===== src/rtl/gf_inv4_pipe.sv =====
// Two-stage pipelined GF(2^4) inverter (Canright normal basis) with valid/ready on both sides.
// Define GF_INV4_ZFLAG_EN to carry an X==0 flag through the pipe and expose it on zero_o.
module gf_inv4_muls2 (
    input  logic [1:0] a,
    input  logic       ab,
    input  logic [1:0] b,
    input  logic       cd,
    output logic [1:0] y
);
    logic k;

    // Shared factor: the (a1^a0)&(b1^b0) term is supplied precomputed by the caller.
    assign k = ~(ab & cd);
    assign y = {~(a[1] & b[1]) ^ k, ~(a[0] & b[0]) ^ k};
endmodule

module gf_inv4_pipe (
    input  logic       clk,
    input  logic       rst,
    input  logic       in_valid,
    output logic       in_ready,
    input  logic [3:0] X,
    output logic       out_valid,
    input  logic       out_ready,
    output logic [3:0] Y
`ifdef GF_INV4_ZFLAG_EN
    ,
    output logic       zero_o
`endif
);
    typedef struct packed {
        logic [1:0] d;
        logic       sd;
        logic [1:0] a;
        logic       sa;
        logic [1:0] b;
        logic       sb;
`ifdef GF_INV4_ZFLAG_EN
        logic       z;
`endif
    } s1_t;

    typedef struct packed {
        logic [3:0] y;
`ifdef GF_INV4_ZFLAG_EN
        logic       z;
`endif
    } s2_t;

    logic [2:1] vld_pipe;
    logic       adv1, adv2, acc;
    s1_t        s1, s1_nxt;
    s2_t        s2, s2_nxt;

    logic [1:0] a, b, c;
    logic       sa, sb;

    assign adv2     = ~vld_pipe[2] | out_ready;
    assign adv1     = ~vld_pipe[1] | adv2;
    assign in_ready = adv1;
    assign acc      = in_valid & adv1;

    // Stage 1: GF(2^2) inverse of the norm term is just a bit swap.
    assign a  = X[3:2];
    assign b  = X[1:0];
    assign sa = a[1] ^ a[0];
    assign sb = b[1] ^ b[0];
    assign c  = {~(a[1] | b[1]) ^ ~(sa & sb), ~(sa | sb) ^ ~(a[0] & b[0])};

    always_comb begin
        s1_nxt    = '0;
        s1_nxt.d  = {c[0], c[1]};
        s1_nxt.sd = c[0] ^ c[1];
        s1_nxt.a  = a;
        s1_nxt.sa = sa;
        s1_nxt.b  = b;
        s1_nxt.sb = sb;
`ifdef GF_INV4_ZFLAG_EN
        s1_nxt.z  = (X == 4'h0);
`endif
    end

    // Stage 2: lane 1 yields p = d*b, lane 0 yields q = d*a.
    logic [1:0][1:0] mul_a, mul_b, mul_y;
    logic [1:0]      mul_ab, mul_cd;

    assign mul_a  = {2{s1.d}};
    assign mul_ab = {2{s1.sd}};
    assign mul_b  = {s1.b, s1.a};
    assign mul_cd = {s1.sb, s1.sa};

    gf_inv4_muls2 u_mul [1:0] (
        .a  (mul_a),
        .ab (mul_ab),
        .b  (mul_b),
        .cd (mul_cd),
        .y  (mul_y)
    );

    always_comb begin
        s2_nxt   = '0;
        s2_nxt.y = mul_y;
`ifdef GF_INV4_ZFLAG_EN
        s2_nxt.z = s1.z;
`endif
    end

    always_ff @(posedge clk or posedge rst) begin
        if (rst) begin
            vld_pipe <= '0;
            s1       <= '0;
            s2       <= '0;
        end else begin
            if (adv2) begin
                vld_pipe[2] <= vld_pipe[1];
                if (vld_pipe[1]) s2 <= s2_nxt;
            end
            if (adv1) begin
                vld_pipe[1] <= acc;
                if (acc) s1 <= s1_nxt;
            end
        end
    end

    assign out_valid = vld_pipe[2];
    assign Y         = s2.y;
`ifdef GF_INV4_ZFLAG_EN
    assign zero_o    = s2.z;
`endif
endmodule


===== config.mk =====
export PLATFORM = sky130hd
export DESIGN_NAME = gf_inv4_pipe
export DESIGN_NICKNAME = d
export VERILOG_FILES = /design/src/rtl/gf_inv4_pipe.sv
export SDC_FILE = /design/constraint.sdc
export NUM_CORES = 1
export LEC_CHECK = 0
export ABC_CLOCK_PERIOD_IN_PS = 1000
export CAP_MARGIN = 20
export CELL_PAD_IN_SITES_DETAIL_PLACEMENT = 0
export CELL_PAD_IN_SITES_GLOBAL_PLACEMENT = 1
export CORE_MARGIN = 3
export CORE_UTILIZATION = 33
export DETAILED_ROUTE_END_ITERATION = 10
export HOLD_SLACK_MARGIN = 0.15
export PLACE_DENSITY_LB_ADDON = 0.1
export SYNTH_ARGS = -nofsm -noshare
export SYNTH_HDL_FRONTEND = slang
export SYNTH_SLANG_ARGS = --single-unit

===== constraint.sdc =====
create_clock -name clk -period 1 [get_ports clk]
set_clock_uncertainty 0.05 [all_clocks]
set_input_delay 0.2 -clock clk [delete_from_list [all_inputs] [get_ports clk]]
set_output_delay 0.2 -clock clk [all_outputs]
set_load 0.02 [all_outputs]

* Word level (Yosys, flattened, before mapping)
Cells that the tools add are included.
Operators by class: bitwise operators 34, reduce and logical (&&, ||, !) cells 2
Operator list (number):
- $not A1 Y1 | 12
- $and A1 B1 Y1 | 9
- $xor A1 B1 Y1 | 9
- $or A1 B1 Y1 | 4
- $reduce_and A2 Y1 | 2
Word-level totals: register bits 15, output and inout port bits 6, word-level logic and storage cells 45

* Depth between registers and ports, before layout
Gate-level depths: netlist of run 1.
depth after elaboration 5, gate-level depth with buffers 5, gate-level depth less buffers 4

* Cells and area by module
A second synthesis of run 1 with hierarchy kept.
Unflattened totals: cells, all modules 63, area, all modules 762.0 sq um
Modules (own cells, without submodules):
- gf_inv4_pipe | instances 1, cells each 53, area an instance 699.4 sq um, seq. area each 375.4 sq um
- gf_inv4_muls2 | instances 2, cells each 5, area an instance 31.3 sq um, seq. area each 0.0 sq um

* Least setup slack after synthesis of run 1
Ideal clock, no wire load.
path type register -> register, start register vld_pipe[2] (netlist name), end register s1, in the netlist mul_b[0], setup time 0.125 ns, arrival time 1.118 ns, path slack -0.293 ns, stages on the path, launching flop included 4, clock period less this slack 1.293 ns, cell sequence dfrtp_1 nand3b_4 nand2_2 mux2_2
On the way: word-level cells in the longest chain between the ends 5
Ends and longest elaborated chain:
- from (decl) | line 50 | logic [2:1] vld_pipe;
- $not A1 Y1 (*) | line 58 | assign adv2 = ~vld_pipe[2] | out_ready;
- $or A1 B1 Y1 (*) | line 58
- $or A1 B1 Y1 (*) | line 59 | assign adv1 = ~vld_pipe[1] | adv2;
- net in_ready | line 21 | output logic in_ready,
- $and A1 B1 Y1 | line 61 | assign acc = in_valid & adv1;
- $reduce_and A2 Y1 (no line) (*)
- to (signal assigned) | line 120 | if (acc) s1 <= s1_nxt;
- to (decl) | line 52 | s1_t s1, s1_nxt;
Mark *: on every way through the listed nets, which the timed path passes. The rest lies on a longest branch. A chain may end at the register's enable or synchronous reset.

* Worst setup path in the final report of run 1
start register vld_pipe[2] (netlist name), end register s1, in the netlist mul_b[0]
On the way: word-level cells in the longest chain between the ends 5
Ends and longest elaborated chain (line):
- $not A1 Y1 (*) | 58
- $or A1 B1 Y1 (*) | 58
- $or A1 B1 Y1 (*) | 59
- $and A1 B1 Y1 | 61
- $reduce_and A2 Y1 (no line) (*)
Mark *: on every way between the ends. The rest lies on a longest branch, timed or not.

==> results by group, run 1 <==
Logic synthesis
  – Main flop type after synthesis: dfrtp_1
  – Number of distinct library cells after synthesis: 15
  – Cell area after synthesis: ~710 sq um
  – Cells after synthesis: between 70 and 80
  – Mapped Nets: roughly 80
  – EDFF count, synth: 0
  – Cell accounting for the most synthesized area: dfrtp_1
  – YS warnings: 0
  – Seq cells post-synth: 15
  – Post-synth ARST share: 1.000
  – Commonest cells in the netlist: nand2_1, dfrtp_1, o21ai_0, xnor2_1, nand2b_1
  – Top-count cell post-synth: nand2_1
  – Top cells by area, synth: dfrtp_1, nand2_1, xnor2_1, o21ai_0, mux2_2
  – Share of the synthesized area in the top cell type: 0.5263
  – Avg Inst Size Synth: about 10 sq um
  – Post-synthesis sequential area ratio: 0.5263

Global routing
  – Global-route usage over all layers: 0.1146
  – Gr ovfl total: 0
  – First-pass GRT wire length: around 2300 um
  – Number of global-route vias before repair: 562
  – Largest net degree at the start of global routing: 16
  – Initial antenna violation count: 0

Die
  – Die Y: around 52 um
  – Die area: roughly 2800 sq um
  – IO Pins: 14
  – Core area: 2002 sq um
  – FP Rows: 16
  – DIE WIDTH: 52.49 um
  – Initial core utilization: 0.3562

Clock network
  – CTS max path bufs: 2
  – CTS tree: built
  – H-tree levels: 1
  – CTS Sinks: 15
  – Clock input transition at the sequential cells of the worst setup and hold paths: 0.08 ns
  – TritonCTS Buffers: 3
  – Clock Latency Late Sink: 0.27 ns
  – CTS Root Cell: clkbuf_4

Drt
  – Iteration-0 DRC Markers: 0
  – Drt wl/cell: ~10 um
  – Drt pass-1 iters: 1
  – Final antenna-violating net count: 0
  – Via density: between 4 and 5
  – Vias: around 580
  – # DRC: 0
  – Routed WL: between 1000 and 1500 um

Power
  – Max VDD drop: about 0.68 mV
  – Logic gate share of total power: 0.338
  – Total net switching power: 502.8 uW
  – Switching Share: 0.2948
  – Clock share of power: 0.197
  – Pwr Total: around 1.7 mW
  – Internal power: roughly 1.2 mW
  – PwrDens: approximately 1600 nW/um^2
  – Leak Pwr: ~0.50 nW
  – Sequential share of power: 0.465

Run status
  – Failing checks: setup timing
  – Status: complete, but fails checks

Run
  – Maxcap violations: 0

STA
  – Unrepaired setup endpoints after global routing: true
  – Slew Limit Fails: 0
  – Endpoints failing setup: 15
  – Worst Tran Pin Value: 0.2516 ns
  – Fmax: roughly 0.85 GHz
  – Fin. Hold Viols: 0
  – Minimum clock period: around 1.2 ns
  – Rel. slew slack: 0.8320
  – Period utilization: 1.183
  – Setup ws final: -0.1832 ns

Placed design
  – Detailed Place HPWL: 1041 um
  – I/O Buffers: 13
  – RePlAce Congestion: 0.7068
  – Post-DP Area: ~990 sq um
  – Total placed cells including tap cells: between 100 and 150

Setup path
  – Worst-path fanout max: 5
  – Worst R2R Setup Slack: -0.18 ns
  – Crit end category: flip-flop
  – R2r worst-path depth: 4
  – Req. time, crit path: between 1 and 1.5 ns
  – Critical path launch point: vld_pipe[2]
  – Worst Setup EP: mul_b[0]
  – Reg2reg end: mul_b[0]
  – Setup Crit Path Kind: flip-flop to flip-flop
  – WP data arrival: ~1.3 ns
  – CP startpoint kind: flip-flop
  – FF-to-FF Start: vld_pipe[2]

Cells and area
  – Synth-to-layout area growth: 48.07%
  – Nets@finish: about 110
  – Antenna cells: 0
  – Share of layout cells above drive strength 1: 0.3204
  – Final std cells w/o fill: 130
  – Fin area: ~1100 sq um

Hold path
  – Type of the most critical hold path: primary input to async pin
-- critical path: stages (launching register included) --
cell      delay, ns
dfrtp_2        0.44
nand3b_4       0.09
buf_4          0.14
nand2_8        0.06
mux2_4         0.30
-- registers in the layout, summed over array words and instances, names as in the netlist --
register,count
Y,4
mul_cd,2
mul_a,2
mul_ab,1
mul_b,4
vld_pipe,2
-- routing by layer --
metal / global-route usage / part of all wire / vias to the layer above
met4: 0.07660 / 0.013 / 0
li1: - / - / 294
met5: 0 / 0 / -
met3: 0.02564 / 0.040 / 2
met2: 0.2004 / 0.53 / 12
met1: 0.1208 / 0.42 / 267
-- power groups by stage --
stage	combinational (mW)	sequential [mW]	clock [mW]
detailed placement	0.520	0.798	0
global route	0.634	0.806	0.397
CTS	0.544	0.794	0.362
floorplan	0.231	0.849	0
finish	0.577	0.793	0.336
global placement	0.514	0.791	0
-- stage by stage --
stage               utilization  worst slack [ns]  TNS, ns  hold WS, ns
floorplan                     -           -0.1703   -1.072      0.05141
global placement         0.4956           -0.6473   -6.691       0.4104
detailed placement       0.4956           -0.6640   -7.135       0.4202
CTS                      0.5125           -0.1889   -2.143       0.1729
global route             0.5275           -0.2193   -2.686       0.1700
finish                   0.5275           -0.1832   -1.852       0.1809
-- cell families (layout without fill, tap and decap cells) --
| family | after synthesis | count (layout) | synth area share |
|---|---|---|---|
| mux | 3 | 3 | 0.04737 |
| compound gates | 13 | 13 | 0.09648 |
| buf+inv | 4 | 36 | 0.04211 |
| simple gates | 28 | 28 | 0.1895 |
| xor+xnor | 8 | 8 | 0.09825 |
| flops | 15 | 15 | 0.5263 |
-- area by class of cell --
class,instances,area [sq um]
tap,27,33.78
sequential,15,376.6
inverter,2,7.507
fill,206,945.9
multi-input combinational,52,335.3
clock buffer,4,26.28
timing repair buffer,30,276.5
-- layout by cell type (no fill, tap or decap) --
cell              n
nand2_1          18
buf_4            15
dfrtp_1          14
xnor2_1           8
o21ai_1           7
buf_6             6
clkdlybuf4s50_1   5
nand2b_1          4
o21ai_0           4
mux2_4            3
clkbuf_4          3
nor2_1            2
inv_1             2
nand3b_4          1
nand2_8           1
nor3_1            1
a21oi_1           1
o32ai_1           1
nand2_2           1
clkbuf_1          1
dlymetal6s2s_1    1
dlygate4sd2_1     1
buf_2             1
buf_12            1
dfrtp_2           1
-- how the worst min path moves through the flow --
| stage | to | slack, ns | startpoint |
|---|---|---|---|
| finish | mul_b[0] | 0.18 | rst |
| global route | Y[0] | 0.17 | rst |
| CTS | Y[1] | 0.17 | rst |
| detailed placement | Y[3] | 0.42 | Y[3] |
| global placement | Y[3] | 0.41 | Y[3] |
| floorplan | Y[0] | 0.05 | rst |
-- repair_timing --
action / CTS / global route
resized for setup: 36 / 4
hold buffers: 0 / 0
buffers inserted: 1 / 2
endpoints found under the setup margin: 15 / 19
pin swaps: 0 / 1
cloned: 0 / 0
No activity file was read; power rests on OpenSTA's default activity.
==> inputs of run 2 (changes only) <==
Settings changed: ABC_CLOCK_PERIOD_IN_PS 1000 to 1420, CORE_UTILIZATION 33 to 40, PLACE_DENSITY_LB_ADDON 0.1 to 0.08.
Clock period 1 ns to 1.42 ns, I/O delays scaled along.
==> run 2 against run 1 <==
  * The run now ends clean
  * Final cell count decreased by 6.9%
  * Setup slack gained 0.23 ns
  * Register-to-register slack improved by 0.36 ns
  * Sequential power decreased by 31%
  * Count of clock-buffer cells in the layout unchanged
  * Routed wire length is 7.3% lower
  * Total power fell by 36%
  * Combinational power decreased by 47%
  * Critical path depth shrank 1
  * Worst hold slack improved by 0.070 ns
  * Sequential share of layout area up 4.0 points
  * First-iteration DRC count rose by 5
  * Critical endpoint is now in_ready
  * Largest cell class unchanged
==> results by group, run 2 (synthesis gave the netlist of run 1 again) <==
Global routing
  – Number of global-route vias before repair: around 490
  – Gr ovfl total: 0
  – First-pass GRT wire length: 2070 um
  – Largest net degree at the start of global routing: 16
  – Initial antenna violation count: 0
  – Global-route usage over all layers: 0.1336

STA
  – Fin. Hold Viols: 0
  – Endpoints failing setup: 0
  – Slew Limit Fails: 0
  – Unrepaired setup endpoints after global routing: false
  – Fmax: 0.7304 GHz
  – Period utilization: 0.9642
  – Minimum clock period: 1.369 ns
  – Worst Tran Pin Value: 0.2070 ns
  – Rel. slew slack: 0.8616

Power
  – PwrDens: 1150 nW/um^2
  – Pwr Total: roughly 1.1 mW
  – Sequential share of power: 0.504
  – Clock share of power: 0.216
  – Logic gate share of total power: 0.280
  – Leak Pwr: approximately 0.44 nW
  – Internal power: 763.0 uW
  – Switching Share: 0.2993
  – Max VDD drop: 0.8323 mV
  – Total net switching power: between 300 and 400 uW

Die
  – Die Y: ~48 um
  – FP Rows: 14
  – Initial core utilization: 0.4474
  – Core area: approximately 1600 sq um
  – IO Pins: 14
  – DIE WIDTH: 48.23 um
  – Die area: roughly 2300 sq um

Clock network
  – Hold-fix buffers, CTS: 0
  – CTS Root Cell: clkbuf_4
  – H-tree levels: 1
  – Clock Latency Late Sink: 0.28 ns
  – Clock input transition at the sequential cells of the worst setup and hold paths: roughly 0.09 ns
  – CTS max path bufs: 2
  – Post-CTS setup buffer count: 0
  – TritonCTS Buffers: 3
  – CTS tree: built
  – CTS Sinks: 15

Cells and area
  – Fin area: about 950 sq um
  – Share of layout cells above drive strength 1: 0.2165
  – Most frequent cells in the layout: nand2_1, dfrtp_1, buf_4, xnor2_1, o21ai_0
  – Synth-to-layout area growth: 32.81%
  – Nets@finish: between 100 and 150
  – Fillers: around 150
  – Antenna cells: 0
  – Commonest non-fill, non-tap cell in the layout: nand2_1

Hold path
  – Type of the most critical hold path: primary input to async pin

Placed design
  – I/O Buffers: 13
  – RePlAce Congestion: around 0.7
  – Post-DP Area: around 930 sq um
  – Detailed Place HPWL: ~1000 um

Run
  – Maxcap violations: 0

Drt
  – Routed WL: between 1000 and 1500 um
  – Final antenna-violating net count: 0
  – Vias: around 530
  – Via density: between 4 and 5
  – Iteration-0 DRC Markers: 5
  – # DRC: 0
  – Drt pass-1 iters: 2
  – Drt wl/cell: ~10 um

Setup path
  – Critical path launch point: out_ready
  – CP max stage delay: 0.48 ns
  – CP startpoint kind: primary input
  – Req. time, crit path: roughly 1.1 ns
  – Setup Crit Path Kind: primary input to output port
  – Slowest stage cell, crit path: clkdlybuf4s50_1
  – CP Cell Sequence: clkdlybuf4s50_1, nand3b_4, buf_4
  – FF-to-FF Start: vld_pipe[2]
  – Crit end category: output port
  – WP data arrival: ~1.0 ns
  – Worst-path fanout max: 2

Run status
  – Status: finished clean
==> run 2: layout make-up <==
type                            instances  area [sq um]  share of cell area
Sequential cell                        15         375.4              0.3963
Clock buffer                            4         26.28             0.02774
Inverter                                2         7.507            0.007926
Timing Repair Buffer                   24         200.2              0.2114
Tap cell                               24         30.03             0.03170
Multi-Input combinational cell         52         307.8              0.3250
==> run 2: through the flow <==
stage	TNS, ns	std cells	setup WS, ns	hold WS, ns	utilization
2_1_floorplan	0	71	0.1273	0.1355	-
4_1_cts	0	121	0.01670	0.2553	0.5950
3_3_place_gp	-1.656	117	-0.3960	0.4108	0.5856
3_5_place_dp	-1.973	117	-0.4173	0.4199	0.5856
5_1_grt	0	121	0.01546	0.2869	0.5942
6_report	0	121	0.05081	0.2508	0.5942
==> run 2: worst max-delay path: cells and delay by family <==
kind          cells  cell delay, ns
simple gates      1            0.13
buf+inv           2            0.62
==> run 2: power by group through the flow <==
stage	Sequential [mW]	Clock [mW]	Combinational, mW
after floorplan	0.596	0	0.150
after global placement	0.557	0	0.337
after detailed placement	0.560	0	0.340
after CTS	0.550	0.248	0.312
after global routing	0.560	0.268	0.342
final	0.549	0.235	0.305
==> run 2: per-layer routing <==
layer	routed length [um]	global-route usage
met1	607	0.1743
met2	548	0.1979
met3	46	0.05535
met4	10	0.04839
met5	0	0
==> run 2: final timing paths <==
check,cells past startpoint,end,slack [ns]
worst max-delay path,3,in_ready,0.05
worst min-delay path,3,Y[0],0.25
worst max register to register,4,mul_b[3],0.18
worst min register to register,2,Y[2],0.43
max in group asynchronous,3,mul_a[1],0.89
min in group clk,2,Y[2],0.43
==> run 2: timing repair <==
| action | CTS | global route |
|---|---|---|
| hold endpoints to repair | 0 | 0 |
| gates cloned | 0 | 0 |
| resized for setup | 9 | 3 |
| endpoints found under the setup margin | 6 | 2 |
